$ cat src/rtl/instr_fetch_unit_if.sv
// Fetch-unit bus bundle: instruction-memory request/response, decode handshake and redirect.
// The master modport is the fetch unit; the slave modport is memory/decode/branch side.
interface instr_fetch_unit_if #(
  parameter int ADDR_WIDTH = 64
);
  logic                  imem_req_valid;
  logic                  imem_req_ready;
  logic [ADDR_WIDTH-1:0] imem_req_addr;
  logic                  imem_rsp_valid;
  logic [31:0]           imem_rsp_data;
  logic                  dec_valid;
  logic                  dec_ready;
  logic [31:0]           dec_instr;
  logic [ADDR_WIDTH-1:0] dec_pc;
  logic [10:0]           dec_opcode;
  logic                  redirect_valid;
  logic [ADDR_WIDTH-1:0] redirect_pc;

  modport master (
    output imem_req_valid, imem_req_addr, dec_valid, dec_instr, dec_pc, dec_opcode,
    input  imem_req_ready, imem_rsp_valid, imem_rsp_data, dec_ready, redirect_valid, redirect_pc
  );

  modport slave (
    input  imem_req_valid, imem_req_addr, dec_valid, dec_instr, dec_pc, dec_opcode,
    output imem_req_ready, imem_rsp_valid, imem_rsp_data, dec_ready, redirect_valid, redirect_pc
  );
endinterface

$ cat src/rtl/instr_fetch_unit.sv
// LEGv8 instruction fetch front end: credit-limited in-order fetch, instruction FIFO, redirect flush.
// Optional macro BRANCH_PREDECODE_EN: unconditional B words self-redirect fetch at response time.
module instr_fetch_unit #(
  parameter int                    ADDR_WIDTH = 64,
  parameter logic [ADDR_WIDTH-1:0] RESET_PC   = {ADDR_WIDTH{1'b0}},
  parameter int                    FIFO_DEPTH = 2
) (
  input  logic                  clk,
  input  logic                  reset_n,
  instr_fetch_unit_if.master    bus
);

  localparam int PW = $clog2(FIFO_DEPTH);
  localparam int CW = PW + 1;

  localparam logic [0:0]            ST_FETCH   = 1'b0;
  localparam logic [0:0]            ST_FLUSH   = 1'b1;
  localparam logic [CW-1:0]         CNT_ZERO   = {CW{1'b0}};
  localparam logic [PW-1:0]         PTR_ZERO   = {PW{1'b0}};
  localparam logic [PW-1:0]         PTR_ONE    = PW'(1'b1);
  localparam logic [CW:0]           DEPTH_C    = (CW+1)'(FIFO_DEPTH);
  localparam logic [ADDR_WIDTH-1:0] PC_STEP    = ADDR_WIDTH'(4'd4);
  localparam logic [ADDR_WIDTH-1:0] ALIGN_MASK = {{(ADDR_WIDTH-2){1'b1}}, 2'b00};

  logic [ADDR_WIDTH-1:0] fetch_pc_q, fetch_pc_d;
  logic [0:0]            state_q, state_d;
  logic [CW-1:0]         outstanding_q, outstanding_d;
  logic [CW-1:0]         drop_cnt_q, drop_cnt_d;
  logic [CW-1:0]         occ_q, occ_d;
  logic [PW-1:0]         wr_ptr_q, wr_ptr_d;
  logic [PW-1:0]         rd_ptr_q, rd_ptr_d;
  logic [PW-1:0]         pcq_wr_q, pcq_wr_d;
  logic [PW-1:0]         pcq_rd_q, pcq_rd_d;
  logic [31:0]           fifo_instr_q [FIFO_DEPTH];
  logic [31:0]           fifo_instr_d [FIFO_DEPTH];
  logic [ADDR_WIDTH-1:0] fifo_pc_q    [FIFO_DEPTH];
  logic [ADDR_WIDTH-1:0] fifo_pc_d    [FIFO_DEPTH];
  logic [ADDR_WIDTH-1:0] pcq_q        [FIFO_DEPTH];
  logic [ADDR_WIDTH-1:0] pcq_d        [FIFO_DEPTH];
  logic                  imem_req_valid_q, imem_req_valid_d;
  logic                  dec_valid_q, dec_valid_d;
  logic [31:0]           dec_instr_q, dec_instr_d;
  logic [ADDR_WIDTH-1:0] dec_pc_q, dec_pc_d;

  logic                  req_fire_s;
  logic                  rsp_keep_s;
  logic                  rsp_drop_s;
  logic                  dec_pop_s;
  logic [ADDR_WIDTH-1:0] rsp_pc_s;
`ifdef BRANCH_PREDECODE_EN
  logic                  self_redir_s;
  logic [ADDR_WIDTH-1:0] self_target_s;
`endif

  // Handshake events; a response is dropped while stale words are still owed.
  always_comb begin
    req_fire_s = imem_req_valid_q & bus.imem_req_ready;
    rsp_drop_s = bus.imem_rsp_valid & (drop_cnt_q != CNT_ZERO);
    rsp_keep_s = bus.imem_rsp_valid & (drop_cnt_q == CNT_ZERO);
    dec_pop_s  = dec_valid_q & bus.dec_ready;
    rsp_pc_s   = pcq_q[pcq_rd_q];
`ifdef BRANCH_PREDECODE_EN
    self_redir_s  = rsp_keep_s & (bus.imem_rsp_data[31:26] == 6'b000101);
    self_target_s = rsp_pc_s + {{(ADDR_WIDTH-28){bus.imem_rsp_data[25]}},
                                bus.imem_rsp_data[25:0], 2'b00};
`endif
  end

  // Next-state for PC, counters, queues and the registered outputs.
  always_comb begin
    fetch_pc_d    = fetch_pc_q;
    state_d       = state_q;
    outstanding_d = outstanding_q + CW'(req_fire_s) - CW'(bus.imem_rsp_valid);
    drop_cnt_d    = drop_cnt_q;
    occ_d         = occ_q + CW'(rsp_keep_s) - CW'(dec_pop_s);
    wr_ptr_d      = wr_ptr_q;
    rd_ptr_d      = rd_ptr_q;
    pcq_wr_d      = pcq_wr_q;
    pcq_rd_d      = pcq_rd_q;
    fifo_instr_d  = fifo_instr_q;
    fifo_pc_d     = fifo_pc_q;
    pcq_d         = pcq_q;

    if (req_fire_s) begin
      fetch_pc_d      = fetch_pc_q + PC_STEP;
      pcq_d[pcq_wr_q] = fetch_pc_q;
      pcq_wr_d        = pcq_wr_q + PTR_ONE;
    end else begin
      fetch_pc_d = fetch_pc_q;
    end

    if (rsp_drop_s) begin
      drop_cnt_d = drop_cnt_q - CW'(1'b1);
    end else begin
      drop_cnt_d = drop_cnt_q;
    end

    if (rsp_keep_s) begin
      fifo_instr_d[wr_ptr_q] = bus.imem_rsp_data;
      fifo_pc_d[wr_ptr_q]    = rsp_pc_s;
      wr_ptr_d               = wr_ptr_q + PTR_ONE;
      pcq_rd_d               = pcq_rd_q + PTR_ONE;
    end else begin
      wr_ptr_d = wr_ptr_q;
    end

    if (dec_pop_s) begin
      rd_ptr_d = rd_ptr_q + PTR_ONE;
    end else begin
      rd_ptr_d = rd_ptr_q;
    end

    // Every request still in flight after this edge becomes a word to discard.
    if (bus.redirect_valid) begin
      fetch_pc_d = bus.redirect_pc & ALIGN_MASK;
      occ_d      = CNT_ZERO;
      wr_ptr_d   = PTR_ZERO;
      rd_ptr_d   = PTR_ZERO;
      pcq_wr_d   = PTR_ZERO;
      pcq_rd_d   = PTR_ZERO;
      drop_cnt_d = outstanding_d;
      state_d    = (outstanding_d != CNT_ZERO) ? ST_FLUSH : ST_FETCH;
    end
`ifdef BRANCH_PREDECODE_EN
    else if (self_redir_s) begin
      fetch_pc_d = self_target_s;
      pcq_wr_d   = PTR_ZERO;
      pcq_rd_d   = PTR_ZERO;
      drop_cnt_d = outstanding_d;
      state_d    = (outstanding_d != CNT_ZERO) ? ST_FLUSH : ST_FETCH;
    end
`endif
    else if ((state_q == ST_FLUSH) && (drop_cnt_d == CNT_ZERO)) begin
      state_d = ST_FETCH;
    end else begin
      state_d = state_q;
    end

    // Credit check uses next-cycle counts so the registered valid matches the current state.
    imem_req_valid_d = (state_d == ST_FETCH) &&
                       (({1'b0, occ_d} + {1'b0, outstanding_d}) < DEPTH_C);
    dec_valid_d      = (occ_d != CNT_ZERO);
    if (dec_valid_d) begin
      dec_instr_d = fifo_instr_d[rd_ptr_d];
      dec_pc_d    = fifo_pc_d[rd_ptr_d];
    end else begin
      dec_instr_d = 32'h0000_0000;
      dec_pc_d    = {ADDR_WIDTH{1'b0}};
    end
  end

  // State and output registers.
  always_ff @(posedge clk or negedge reset_n) begin
    if (!reset_n) begin
      fetch_pc_q       <= RESET_PC;
      state_q          <= ST_FETCH;
      outstanding_q    <= CNT_ZERO;
      drop_cnt_q       <= CNT_ZERO;
      occ_q            <= CNT_ZERO;
      wr_ptr_q         <= PTR_ZERO;
      rd_ptr_q         <= PTR_ZERO;
      pcq_wr_q         <= PTR_ZERO;
      pcq_rd_q         <= PTR_ZERO;
      imem_req_valid_q <= 1'b0;
      dec_valid_q      <= 1'b0;
      dec_instr_q      <= 32'h0000_0000;
      dec_pc_q         <= {ADDR_WIDTH{1'b0}};
      for (int i = 0; i < FIFO_DEPTH; i++) begin
        fifo_instr_q[i] <= 32'h0000_0000;
        fifo_pc_q[i]    <= {ADDR_WIDTH{1'b0}};
        pcq_q[i]        <= {ADDR_WIDTH{1'b0}};
      end
    end else begin
      fetch_pc_q       <= fetch_pc_d;
      state_q          <= state_d;
      outstanding_q    <= outstanding_d;
      drop_cnt_q       <= drop_cnt_d;
      occ_q            <= occ_d;
      wr_ptr_q         <= wr_ptr_d;
      rd_ptr_q         <= rd_ptr_d;
      pcq_wr_q         <= pcq_wr_d;
      pcq_rd_q         <= pcq_rd_d;
      imem_req_valid_q <= imem_req_valid_d;
      dec_valid_q      <= dec_valid_d;
      dec_instr_q      <= dec_instr_d;
      dec_pc_q         <= dec_pc_d;
      fifo_instr_q     <= fifo_instr_d;
      fifo_pc_q        <= fifo_pc_d;
      pcq_q            <= pcq_d;
    end
  end

  assign bus.imem_req_valid = imem_req_valid_q;
  assign bus.imem_req_addr  = fetch_pc_q;
  assign bus.dec_valid      = dec_valid_q;
  assign bus.dec_instr      = dec_instr_q;
  assign bus.dec_pc         = dec_pc_q;
  assign bus.dec_opcode     = dec_instr_q[31:21];

endmodule

$ cat src/flat_wrapper.sv
// flat-port wrapper written by rule: the top's interface ports become plain ports
module instr_fetch_unit_flat 
#(
  parameter int                    ADDR_WIDTH = 64,
  parameter logic [ADDR_WIDTH-1:0] RESET_PC   = {ADDR_WIDTH{1'b0}},
  parameter int                    FIFO_DEPTH = 2
)
  (clk, reset_n, bus_imem_req_valid, bus_imem_req_addr, bus_dec_valid, bus_dec_instr, bus_dec_pc, bus_dec_opcode, bus_imem_req_ready, bus_imem_rsp_valid, bus_imem_rsp_data, bus_dec_ready, bus_redirect_valid, bus_redirect_pc);
  instr_fetch_unit_if #(.ADDR_WIDTH(ADDR_WIDTH)) bus_i ();
  input  logic clk;
  input  logic reset_n;
  output wire logic [$bits(bus_i.imem_req_valid)-1:0] bus_imem_req_valid;
  output wire logic [$bits(bus_i.imem_req_addr)-1:0] bus_imem_req_addr;
  output wire logic [$bits(bus_i.dec_valid)-1:0] bus_dec_valid;
  output wire logic [$bits(bus_i.dec_instr)-1:0] bus_dec_instr;
  output wire logic [$bits(bus_i.dec_pc)-1:0] bus_dec_pc;
  output wire logic [$bits(bus_i.dec_opcode)-1:0] bus_dec_opcode;
  input wire logic [$bits(bus_i.imem_req_ready)-1:0] bus_imem_req_ready;
  input wire logic [$bits(bus_i.imem_rsp_valid)-1:0] bus_imem_rsp_valid;
  input wire logic [$bits(bus_i.imem_rsp_data)-1:0] bus_imem_rsp_data;
  input wire logic [$bits(bus_i.dec_ready)-1:0] bus_dec_ready;
  input wire logic [$bits(bus_i.redirect_valid)-1:0] bus_redirect_valid;
  input wire logic [$bits(bus_i.redirect_pc)-1:0] bus_redirect_pc;
  assign bus_imem_req_valid = bus_i.imem_req_valid;
  assign bus_imem_req_addr = bus_i.imem_req_addr;
  assign bus_dec_valid = bus_i.dec_valid;
  assign bus_dec_instr = bus_i.dec_instr;
  assign bus_dec_pc = bus_i.dec_pc;
  assign bus_dec_opcode = bus_i.dec_opcode;
  assign bus_i.imem_req_ready = bus_imem_req_ready;
  assign bus_i.imem_rsp_valid = bus_imem_rsp_valid;
  assign bus_i.imem_rsp_data = bus_imem_rsp_data;
  assign bus_i.dec_ready = bus_dec_ready;
  assign bus_i.redirect_valid = bus_redirect_valid;
  assign bus_i.redirect_pc = bus_redirect_pc;
  instr_fetch_unit #(.ADDR_WIDTH(ADDR_WIDTH), .RESET_PC(RESET_PC), .FIFO_DEPTH(FIFO_DEPTH)) u_core (.clk(clk), .reset_n(reset_n), .bus(bus_i));
endmodule
$ cat config.mk
export PLATFORM = sky130hd
export DESIGN_NAME = instr_fetch_unit_flat
export DESIGN_NICKNAME = d
export VERILOG_FILES = /design/src/rtl/instr_fetch_unit_if.sv /design/src/rtl/instr_fetch_unit.sv /design/src/flat_wrapper.sv
export SDC_FILE = /design/constraint.sdc
export NUM_CORES = 1
export LEC_CHECK = 0
export BUFFER_PORTS_ARGS = -buffer_cell sky130_fd_sc_hd__buf_2
export CAP_MARGIN = 20
export CORE_MARGIN = 2
export CORE_UTILIZATION = 58
export DETAILED_ROUTE_END_ITERATION = 10
export GPL_ROUTABILITY_DRIVEN = 0
export PLACE_DENSITY = 0.83
export SLEW_MARGIN = 20
export SYNTH_ARGS = -nofsm -noshare
export SYNTH_HDL_FRONTEND = slang
export SYNTH_SLANG_ARGS = --single-unit
$ cat constraint.sdc
create_clock -name clk -period 3.3 [get_ports clk]
set_clock_uncertainty 0.05 [all_clocks]
set_input_delay 0.33 -clock clk [delete_from_list [all_inputs] [get_ports clk]]
set_output_delay 0.33 -clock clk [all_outputs]
set_load 0.05 [all_outputs]
# ---- Yosys cells after proc, flatten, opt, wreduce, memory -nomap -nowiden
# Cells that the tools add are included.
dict set report word_totals {
  word_cells 95
  latch_bits 0
  register_bits 493
  output_inout_bits 173
  memories 0
  romBits 0
  input_bits 102
  ramBits 0
}
dict set report classes {
  n_lt_le_gt_ge 7
  n_reduce_logical 11
  n_bitwise 9
  eq_ne 0
  n_mul 0
  n_shift 0
  n_mux 38
  n_addsub 11
  n_div 0
}
# operator n
set ops {}
lappend ops {{$mux W64} 12}
lappend ops {{$bwmux W128} 2}
lappend ops {{$mux W32} 5}
lappend ops {{$demux W64 S1} 2}
lappend ops {{$mux W128} 1}
lappend ops {{$add A64 B3 Y64 const B} 1}
lappend ops {{$bwmux W64} 1}
lappend ops {{$demux W32 S1} 1}
lappend ops {{$mux W1} 11}
lappend ops {{$reduce_bool A2 Y1} 5}
lappend ops {{$ge A2 B2 Y1 const B} 4}
lappend ops {{$not A1 Y2} 4}
lappend ops {{$mux W2} 3}
lappend ops {{$add A1 B1 Y1 const B} 4}
lappend ops {{$add A2 B1 Y2} 2}
lappend ops {{$and A1 B1 Y1} 4}
lappend ops {{$logic_and A1 B1 Y1} 4}
lappend ops {{$logic_not A2 Y1} 2}
lappend ops {{$lt A2 B1 Y1 const B} 2}
lappend ops {{$sub A2 B1 Y2} 2}
lappend ops {{$add A2 B2 Y3} 1}
lappend ops {{$lt A3 B2 Y1 const B} 1}
lappend ops {{$sub A2 B1 Y2 const B} 1}
lappend ops {{$not A1 Y1} 1}

# ---- Logic depth before layout (Yosys ltp)
dict set report logic_depth {
  ltp_word 11
  mapped_depth 11
}

# ---- Worst setup path before layout
# OpenSTA, ideal clock, no wires.
dict set report synth_timing {
  path_type {register to register}
  from {register u_core.fetch_pc_q[2], in the netlist u_core.bus.imem_req_addr[2]}
  to {register u_core.fetch_pc_q[58], in the netlist u_core.bus.imem_req_addr[58]}
  slack_ns 0.577
  period_less_slack_ns 2.723
  required_ns 3.126
  setup_ns 0.124
  path_buffers 0
  path_stages_with_launch 7
  t_arrival_ns 2.549
  cell_sequence {dfrtp_1 ha_1 nand3_1 nor4_1 nand4_1 mux2i_1 a211o_1}
}
dict set report synth_via {
  elab_chain_len 3
}
# element line_no
set synth_lines {}
lappend synth_lines {{from (decl)} instr_fetch_unit.sv:25} ;# logic [ADDR_WIDTH-1:0] fetch_pc_q, fetch_pc_d;
lappend synth_lines {{from (signal assigned)} instr_fetch_unit.sv:174} ;# fetch_pc_q <= fetch_pc_d;
lappend synth_lines {{$add A64 B3 Y64} instr_fetch_unit.sv:85} ;# fetch_pc_d = fetch_pc_q + PC_STEP;
lappend synth_lines {{$mux W64} instr_fetch_unit.sv:84} ;# if (req_fire_s) begin
lappend synth_lines {{$mux W64} instr_fetch_unit.sv:114} ;# if (bus.redirect_valid) begin
# No other way between the ends. The select of a mux whose other input is x is not followed.
# A chain may end at the register's enable or synchronous reset.

# ---- Worst setup path after layout
dict set report layout_timing {
  from {register u_core.fetch_pc_q[4], in the netlist u_core.bus.imem_req_addr[4]}
  to {register u_core.fetch_pc_q[49], in the netlist u_core.bus.imem_req_addr[49]}
}
# The elaborated chain is that of the path after synthesis.

==> out/summary.txt <==
Run status -> finished clean
Sequential fraction of the synthesis area -> 0.600
WP data required -> 3.73 ns
DR vias/cell -> 5.97
Worst Path Max Fanout -> 7
Crit share post-route -> 0.805
Yosys warning count -> 0
Pin count of the biggest net entering global routing -> 101
RSZ-0062 raised after global routing -> false
Ys flop type -> dfrtp_1
TritonCTS buffer count -> 49
Area growth from synthesis to layout -> 22.5%
Die height -> 191 um
All-Layer GR Usage -> 0.306
Post-CTS sizing -> 0
Area of the core -> 34500 um^2
First-pass GRT wire length -> 87.4 mm
Top Ports -> 275
CTS tree -> built
Post-Route WL -> 55.6 mm
Post-route DRC violation count -> 0
Total of max-cap violations -> 0
CTS clk-pin slew, worst paths -> 0.06 ns
Worst Path Class, Setup -> register to register
Clk_lat worst skew -> 0.57 ns
Setup Viol. Count Final -> 0
EDFF count, synth -> 0
Critical Path, Cell by Cell -> nand2_1, or4_1, nor4_2, mux2_2, o211ai_1
Post-route ant nets -> 0
Grt total ovfl -> 0
Row Count -> 68
P per Cell Area -> 914 nW/um^2
Period minus WS final -> 2.66 ns
Synth top area cells -> dfrtp_1, mux2_2, nand2_1, o21ai_0, mux2i_1
Initial drt markers -> 1456
Final non-filler cell total -> 2657
Worst path max stage delay -> 0.74 ns
Final setup TNS -> 0 ns
Port buffer count -> 270
H-tree Lvls -> 2
Synth Register Bits -> 487
Finished Core Util -> 0.721
Die Area -> 36500 um^2
Final nets -> 2267
Filler cells -> 2232
Via count -> 15900
Worst-Margin Slew -> 1.11 ns
CP startpoint kind -> register
Syn Inst Count -> 1845
Leakage -> 11.7 nW
Initial antenna violation count -> 5
Initial Util -> 0.588
Avg Inst Size Synth -> 11.0 um^2
Pwr Total -> 0.0227 W
Wirelength per Cell -> 20.9 um
Achievable Freq -> 0.377 GHz
Setup repair bufs after CTS -> 0
Die Span X -> 191 um
# clock sinks -> 487
Share of cells above drive strength 1 -> 0.263
Number of global-route vias before repair -> 16200
CTS Hold Buffers Added -> 89
Post-synth cell types -> 49
Worst rel slew slack -> 0.259
Drt pass-1 iters -> 5
Min-delay worst type -> input pin to register
Ys async rst share -> 1.00
Most common cell after layout, fill and taps aside -> dfrtp_1
Final hold viol count -> 0
Peak VDD IR -> 0.646 mV
Root Buffer -> clkbuf_16
Most frequent cells in the layout -> dfrtp_1, nand2_1, buf_2
Post-synth top area cell -> dfrtp_1
Slowest CP cell -> or4_1
Area share of the leading cell type in the synthesized netlist -> 0.600
Arr. time, crit path -> 3.08 ns
Max Transition Viols Final -> 0
CTS max path bufs -> 3
Placed wire-length estimate -> 32.6 mm
Crit. End Element -> register
DP Cell Count -> 2472
Cell area after synthesis -> 20300 um^2
-- critical path: cells and delay by family (launching register included) --
family | cells | cell delay (ns)
compound gates | 1 | 0.09
flops | 1 | 0.47
mux | 1 | 0.41
simple gates | 3 | 1.56
-- path summary, 6_finish.rpt --
kind	startpoint	to	slack (ns)	cells after the start
max	u_core.bus.imem_req_addr[4]	u_core.bus.imem_req_addr[49]	0.64	5
min	bus_redirect_pc[41]	u_core.bus.imem_req_addr[41]	0.02	2
max reg2reg	u_core.bus.imem_req_addr[4]	u_core.bus.imem_req_addr[49]	0.64	5
min reg2reg	u_core.pcq_q[91]	u_core.pcq_q[91]	0.43	2
max in group asynchronous	reset_n	u_core.fifo_pc_q[55]	1.95	3
min in group asynchronous	reset_n	u_core.fifo_instr_q[51]	0.36	2
-- flip-flops by register name, indices dropped and copies added (netlist names) --
signal                     count
u_core.drop_cnt_q              2
u_core.bus.dec_pc             64
u_core.pcq_rd_q                1
u_core.state_q                 1
u_core.fifo_pc_q             128
u_core.bus.dec_valid           1
u_core.pcq_q                 124
u_core.outstanding_q           2
u_core.occ_q                   2
u_core.fifo_instr_q           64
u_core.bus.imem_req_addr      62
u_core.rd_ptr_q                1
u_core.bus.dec_instr          32
u_core.pcq_wr_q                1
u_core.bus.imem_req_valid      1
u_core.wr_ptr_q                1
-- cell families (layout without fill, tap and decap cells) --
family / Yosys count / in the layout / synth area share
flops: 487 / 487 / 0.600
mux: 249 / 249 / 0.134
xor+xnor: 44 / 44 / 0.0190
buf+inv: 150 / 502 / 0.0304
fa+ha+maj: 7 / 7 / 0.00468
simple gates: 626 / 626 / 0.138
compound gates: 281 / 281 / 0.0739
other cells: 1 / 6 / 0.000185
-- layout make-up --
class | count | area, um^2 | area share
inverter | 17 | 65.1 | 0.00261
sequential | 487 | 12200 | 0.490
timing repair buffer | 394 | 2710 | 0.109
multi-input combinational | 1209 | 7560 | 0.304
antenna | 4 | 10.0 | 0.000402
tap | 455 | 569 | 0.0229
clock inverter | 18 | 285 | 0.0115
clock buffer | 73 | 1500 | 0.0602
-- per-layer routing --
metal	GRT usage	routed length, um	vias to the layer above
li1	-	-	6954
met1	0.397	21800	7896
met2	0.504	27300	813
met3	0.0540	4130	194
met4	0.143	2380	2
met5	0	14	-
-- metrics by stage --
step | area, um^2 | hold WS, ns | worst slack [ns]
floorplan | 20300 | -0.0156 | 0.577
global placement | 22200 | 0.391 | 0.754
detailed placement | 22200 | 0.403 | 0.699
CTS | 24900 | 0.00112 | 0.670
global route | 24900 | 0.00110 | 0.509
finish | 24900 | 0.0188 | 0.645
-- power breakdown --
group | switching (W) | total [W] | internal, W
logic | 0.00501 | 0.00751 | 0.00250
clock network | 0.00233 | 0.00602 | 0.00370
registers | 0.00106 | 0.00921 | 0.00815
-- synth_stat cells (all sizes together), types with 7 or more instances --
| cell type | n |
|---|---|
| a21oi | 65 |
| a31oi | 10 |
| and2 | 11 |
| and3 | 12 |
| and4 | 8 |
| buf | 32 |
| clkbuf | 101 |
| dfrtp | 487 |
| inv | 17 |
| mux2 | 178 |
| mux2i | 71 |
| nand2 | 337 |
| nand3 | 29 |
| nand4 | 29 |
| nor2 | 92 |
| nor2b | 7 |
| nor3 | 51 |
| nor4 | 18 |
| o21ai | 184 |
| or3 | 7 |
| or4 | 10 |
| xnor2 | 34 |
| xor2 | 10 |
Note: power is estimated with default switching activity, not from simulation.
